### config.mk
export PLATFORM = sky130hd
export DESIGN_NAME = hash_chain_driver
export DESIGN_NICKNAME = d
export VERILOG_FILES = /design/src/rtl/hash_chain_driver.sv
export SDC_FILE = /design/constraint.sdc
export NUM_CORES = 1
export LEC_CHECK = 0
export ABC_AREA = 1
export BUFFER_PORTS_ARGS = -buffer_cell sky130_fd_sc_hd__buf_2
export CAP_MARGIN = 30
export CORE_MARGIN = 4
export CORE_UTILIZATION = 35
export CTS_BUF_LIST = sky130_fd_sc_hd__clkbuf_8
export CTS_CLUSTER_DIAMETER = 200
export DETAILED_ROUTE_END_ITERATION = 10
export MAX_ROUTING_LAYER = met4
export PLACE_DENSITY = 0.61
export SETUP_SLACK_MARGIN = 0.1
export SKIP_CTS_REPAIR_TIMING = 1
export SLEW_MARGIN = 5
export SYNTH_ARGS = -nofsm -noshare
export SYNTH_HDL_FRONTEND = slang
export SYNTH_SLANG_ARGS = --single-unit
### constraint.sdc
create_clock -name clk -period 2.5 [get_ports clk]
set_clock_uncertainty 0.2 [all_clocks]
set_input_delay 0.5 -clock clk [delete_from_list [all_inputs] [get_ports clk]]
set_output_delay 0.5 -clock clk [all_outputs]
set_load 0.005 [all_outputs]
### src/rtl/hash_chain_driver.sv
// Drives a chained hash core one message word at a time. Each word's request carries
// the previous digest as its chaining value. A digest record is presented when the message ends.
module hash_chain_driver #(
    parameter logic [31:0] IV      = 32'h6A09_E667,
    parameter int          TIMEOUT = 8
) (
    input  logic        clk,
    input  logic        rst_n,
    input  logic [31:0] cfg_key,
    input  logic [31:0] exp_hash,
    input  logic        s_valid,
    output logic        s_ready,
    input  logic [31:0] s_data,
    input  logic        s_last,
    output logic [31:0] core_key,
    output logic        core_in_valid,
    output logic [31:0] core_in_data,
    output logic [31:0] core_in_prev,
    input  logic        core_busy,
    input  logic        core_out_valid,
    input  logic [31:0] core_out_hash,
    output logic        d_valid,
    input  logic        d_ready,
    output logic [31:0] d_hash,
    output logic        d_match,
    output logic [15:0] d_len,
    output logic        d_err
);

    localparam int                CNT_W    = (TIMEOUT < 2) ? 1 : $clog2(TIMEOUT);
    localparam logic [CNT_W-1:0]  CNT_LAST = CNT_W'(TIMEOUT - 1);

    typedef enum logic [2:0] {
        IDLE,
        ACCEPT,
        ISSUE,
        WAIT,
        FLUSH,
        DONE
    } state_t;

    state_t             state_reg;
    logic [31:0]        key_reg;
    logic [31:0]        exp_reg;
    logic [31:0]        chain_reg;
    logic [31:0]        word_reg;
    logic               last_reg;
    logic               civ_reg;
    logic               dvalid_reg;
    logic [31:0]        hash_reg;
    logic               match_reg;
    logic               err_reg;
    logic [15:0]        len_reg;
    logic [CNT_W-1:0]   wait_cnt_reg;

    logic               take;
    logic               timeout_hit;

    // Ready is gated by rst_n so the stream sees no acceptance while reset is held.
    assign s_ready = rst_n & ((((state_reg == IDLE) || (state_reg == ACCEPT)) & ~core_busy)
                              | (state_reg == FLUSH));
    assign take        = s_valid & s_ready;
    assign timeout_hit = (wait_cnt_reg == CNT_LAST);

    assign core_key      = key_reg;
    assign core_in_valid = civ_reg;
    assign core_in_data  = word_reg;
    assign core_in_prev  = chain_reg;

    assign d_valid = dvalid_reg;
    assign d_hash  = hash_reg;
    assign d_match = match_reg;
    assign d_len   = len_reg;
    assign d_err   = err_reg;

    always_ff @(posedge clk or negedge rst_n) begin
        if (!rst_n) begin
            state_reg    <= IDLE;
            key_reg      <= '0;
            exp_reg      <= '0;
            chain_reg    <= IV;
            word_reg     <= '0;
            last_reg     <= 1'b0;
            civ_reg      <= 1'b0;
            dvalid_reg   <= 1'b0;
            hash_reg     <= '0;
            match_reg    <= 1'b0;
            err_reg      <= 1'b0;
            len_reg      <= '0;
            wait_cnt_reg <= '0;
        end else begin
            case (state_reg)
                IDLE: begin
                    if (take) begin
                        key_reg   <= cfg_key;
                        exp_reg   <= exp_hash;
                        chain_reg <= IV;
                        len_reg   <= 16'd1;
                        word_reg  <= s_data;
                        last_reg  <= s_last;
                        civ_reg   <= 1'b1;
                        state_reg <= ISSUE;
                    end
                end

                ACCEPT: begin
                    if (take) begin
                        word_reg  <= s_data;
                        last_reg  <= s_last;
                        len_reg   <= (len_reg == 16'hFFFF) ? len_reg : len_reg + 16'd1;
                        civ_reg   <= 1'b1;
                        state_reg <= ISSUE;
                    end
                end

                ISSUE: begin
                    civ_reg      <= 1'b0;
                    wait_cnt_reg <= '0;
                    state_reg    <= WAIT;
                end

                WAIT: begin
                    // A response arriving on the last counted cycle still wins over the timeout.
                    if (core_out_valid) begin
                        chain_reg <= core_out_hash;
                        if (last_reg) begin
                            hash_reg   <= core_out_hash;
                            match_reg  <= (core_out_hash == exp_reg);
                            dvalid_reg <= 1'b1;
                            state_reg  <= DONE;
                        end else begin
                            state_reg  <= ACCEPT;
                        end
                    end else if (timeout_hit) begin
                        err_reg <= 1'b1;
                        if (last_reg) begin
                            hash_reg   <= '0;
                            match_reg  <= 1'b0;
                            dvalid_reg <= 1'b1;
                            state_reg  <= DONE;
                        end else begin
                            state_reg  <= FLUSH;
                        end
                    end else begin
                        wait_cnt_reg <= wait_cnt_reg + 1'b1;
                    end
                end

                FLUSH: begin
                    // Only an aborted message reaches here, so the digest is always the error form.
                    if (take && s_last) begin
                        hash_reg   <= '0;
                        match_reg  <= 1'b0;
                        dvalid_reg <= 1'b1;
                        state_reg  <= DONE;
                    end
                end

                DONE: begin
                    if (d_ready) begin
                        dvalid_reg <= 1'b0;
                        err_reg    <= 1'b0;
                        state_reg  <= IDLE;
                    end
                end

                default: begin
                    civ_reg    <= 1'b0;
                    dvalid_reg <= 1'b0;
                    state_reg  <= IDLE;
                end
            endcase
        end
    end

endmodule

==> run summary <==
The static leakage is 0.00609 uW. The ratio of total power to cell area came out at 1100 nW/um2. The reported max-cap violation count came out at 0.

The die outline area came out at 27600 um2. The global route total overflow is 0. The worst hold path class is in2reg. The insertion delay of the later-clocked pin in the worst-skew pair came out at 0.47 ns. The stage delay of the slowest cell on the critical path is 0.59 ns. The number of design-rule violations left by the first detailed-router iteration is 548. In this run the biggest area consumer among cell types represents 49.0% of the synthesized area.

The largest fanout of any net on the critical path is 5. The congestion estimate from routability-driven global placement came to 0.893. The post-route fraction of the period consumed by the critical path is 93.0%. The minimum period implied by the final worst setup slack is 2.32 ns. TritonCTS built the clock tree.

The area growth from synthesis to layout is 25.3%. 284 I/O pins were placed. The number of global-route vias before repair is 7379. The final standard cell count with taps included and fillers excluded came out at 1655. Setup repair after global routing left no endpoint under its margin.

Clock-pin slew was measured on the worst setup and hold paths at 0.12 ns. The sum of buffers and inverters on the critical path came out at 3. The number of cells in the design after placement came out at 1605. STA classifies the critical path endpoint as an output pin. After floorplanning, the core was sized to cover 24500 um2. The master of the slowest instance on the critical path is dlygate4sd3_1. The first-pass iteration count of the detailed router came out at 5. The initial utilization of the core area, before any placement, comes to 35.7%.

The H-tree level count is 4. The register area share after synthesis is 53.8%. The number of synthesized flops with an enable pin is 0. Across the VDD grid, the largest voltage drop is 521 uV. The flow ran to the end, and the final reports show no timing, DRC or antenna violations. The net count of the finished layout came out at 1445. The horizontal die dimension is 166 um. The worst endpoint data arrival time came out at 1.62 ns. The proportion of synthesized flip-flops having asynchronous set or reset came out at 100%. The largest net degree at the start of global routing is 146. The synthesized design contains 187 register bits. The post-synthesis instance area came out at 8740 um2. The total wire length is 26100 um. The CTS root buffer is clkbuf_8. The worst-margin pin slew is 0.826 ns. The wire length of the first global-routing pass came out at 41100 um.

The row count came out at 57. The count of endpoints failing setup in the final report came out at 0. The number of distinct library cells after synthesis came out at 39. The post-placement worst setup slack came out at 0.328 ns.

The number of warnings reported in the yosys synthesis log came out at 0. The initial antenna violation count came to 11. In the synthesized netlist the dominant register cell turns out to be dfrtp_1.

The number of pins with negative max-slew slack in the final report came out at 0. The clock net in this run drives a total of 187 sinks. The fraction of layout cells with a size suffix above 1 came out at 30.5%. Timing would allow up to 430 MHz. Once routing completed, OpenROAD measured the worst setup slack at 0.176 ns. The critical path goes through dlygate4sd3_1 > clkbuf_8 > a21boi_4 > buf_6. Detailed placement finished with a half-perimeter wire length of 19700 um. Setup total negative slack on the finished layout was measured at 0 ns. The multi-input logic area came out at 3130 um2.

In this design, the largest share of critical-path delay is due to buffers and inverters. The post-detailed-route DRC marker count is 0. The post-detailed-route wirelength per cell is 15.8 um. The total number of vias is 7553.

The sequential cells in the finished layout cover a total of 4700 um2. The global router's overall resource usage is 19.2%. STA classifies the critical path startpoint as an input port.

The number of nets produced by synthesis is 1166. The synthesized design spends more area on one cell type than any other, namely dfrtp_1. Input and output buffers added on the ports amount to 283. In this run, CTS created clock tree buffers numbering 17. Each instance of the synthesized netlist takes up on average 8.50 um2. The final count of hold timing violations was 0. The data required time at the worst endpoint is 1.80 ns. The via-per-instance ratio came out at 4.56. The clock tree buffer depth is 2.

Counting the fill cells in the layout gives 2491. In the synthesized netlist, the cells that appear most often are nand2_1 (288), dfrtp_1 (171), inv_1 (151). In the post-synthesis netlist, the biggest area contributors are dfrtp_1 (49%), nand2_1 (12%), inv_1 (6.5%), o21ai_1 (5.8%), dfstp_2 (4.8%). The die is 166 um tall. The most common cell in the synthesized netlist is nand2_1. Headroom to the max-slew limit came out at 45.0%. The worst setup path is of the in2out kind.

The final antenna-violating net count is 0. Synthesis produced 1028 cells.
## through the flow
| stage | power, uW | area (um2) | hold WS [ns] | utilization (%) |
|---|---|---|---|---|
| 2_1_floorplan | 7850 | 8740 | 0.00441 | - |
| 3_3_place_gp | 9720 | 10400 | 0.252 | 42.5 |
| 3_5_place_dp | 9840 | 10400 | 0.265 | 42.5 |
| 4_1_cts | 12100 | 10800 | -0.0418 | 44.3 |
| 5_1_grt | 13000 | 10900 | 0.00358 | 44.7 |
| 6_report | 12000 | 10900 | 0.0393 | 44.7 |
## per-layer routing
| metal | global-route usage, % | vias to the layer above | wire length [um] |
|---|---|---|---|
| li1 | - | 3810 | - |
| met1 | 26.1 | 3471 | 11800 |
| met2 | 28.7 | 254 | 12100 |
| met3 | 4.83 | 18 | 1900 |
| met4 | 5.49 | 0 | 348 |
| met5 | - | - | 0 |
## worst reg2reg max path: cells and delay by family (launching register included)
kind / cells / cell delay, ns
compound gates: 2 / 0.18
buf+inv: 3 / 0.74
flops: 1 / 0.45
simple gates: 5 / 0.55
## power by group
group,total (uW),switching (uW),internal (uW)
clock network,2220,1270,954
logic,4490,2460,2040
registers,5320,868,4450
total,12000,4590,7440
## cell families after synthesis
family	count (synthesis)	share of synthesized area, %
simple gates	442	22.1
buf+inv	203	10.5
fa+ha+maj	3	0.430
xor+xnor	12	1.20
compound gates	181	12.0
flops	187	53.8
## area by class of cell
class	instances	area share (%)
antenna	11	0.251
multi-input combinational	638	28.6
tap	324	3.70
sequential	187	43.0
clock buffer	17	2.14
timing repair buffer	308	15.2
inverter	155	5.31
clock inverter	15	1.85
## final timing paths
kind / from / to / slack [ns] / depth (start not counted)
max: rst_n / s_ready / 0.18 / 4
min: s_data[18] / core_in_data[18] / 0.04 / 3
max reg2reg: state_reg[0] / core_key[4] / 0.31 / 10
min reg2reg: d_hash[19] / d_hash[19] / 0.29 / 2
max in group asynchronous: rst_n / core_key[23] / 0.83 / 3
min in group asynchronous: rst_n / d_hash[10] / 0.62 / 3
## cell usage in the layout (no fill, tap or decap), drive strengths merged, types with 10 or more instances in the layout
cell type / netlist / routed
dfstp: 16 / 16
dfrtp: 171 / 171
o21a: 10 / 10
nand3: 83 / 83
clkbuf: 20 / 18
nand2: 296 / 296
o211ai: 13 / 13
nor2: 45 / 45
inv: 154 / 162
diode: 0 / 11
o21ai: 148 / 148
buf: 28 / 306
No activity file was read; power rests on OpenSTA's default activity.
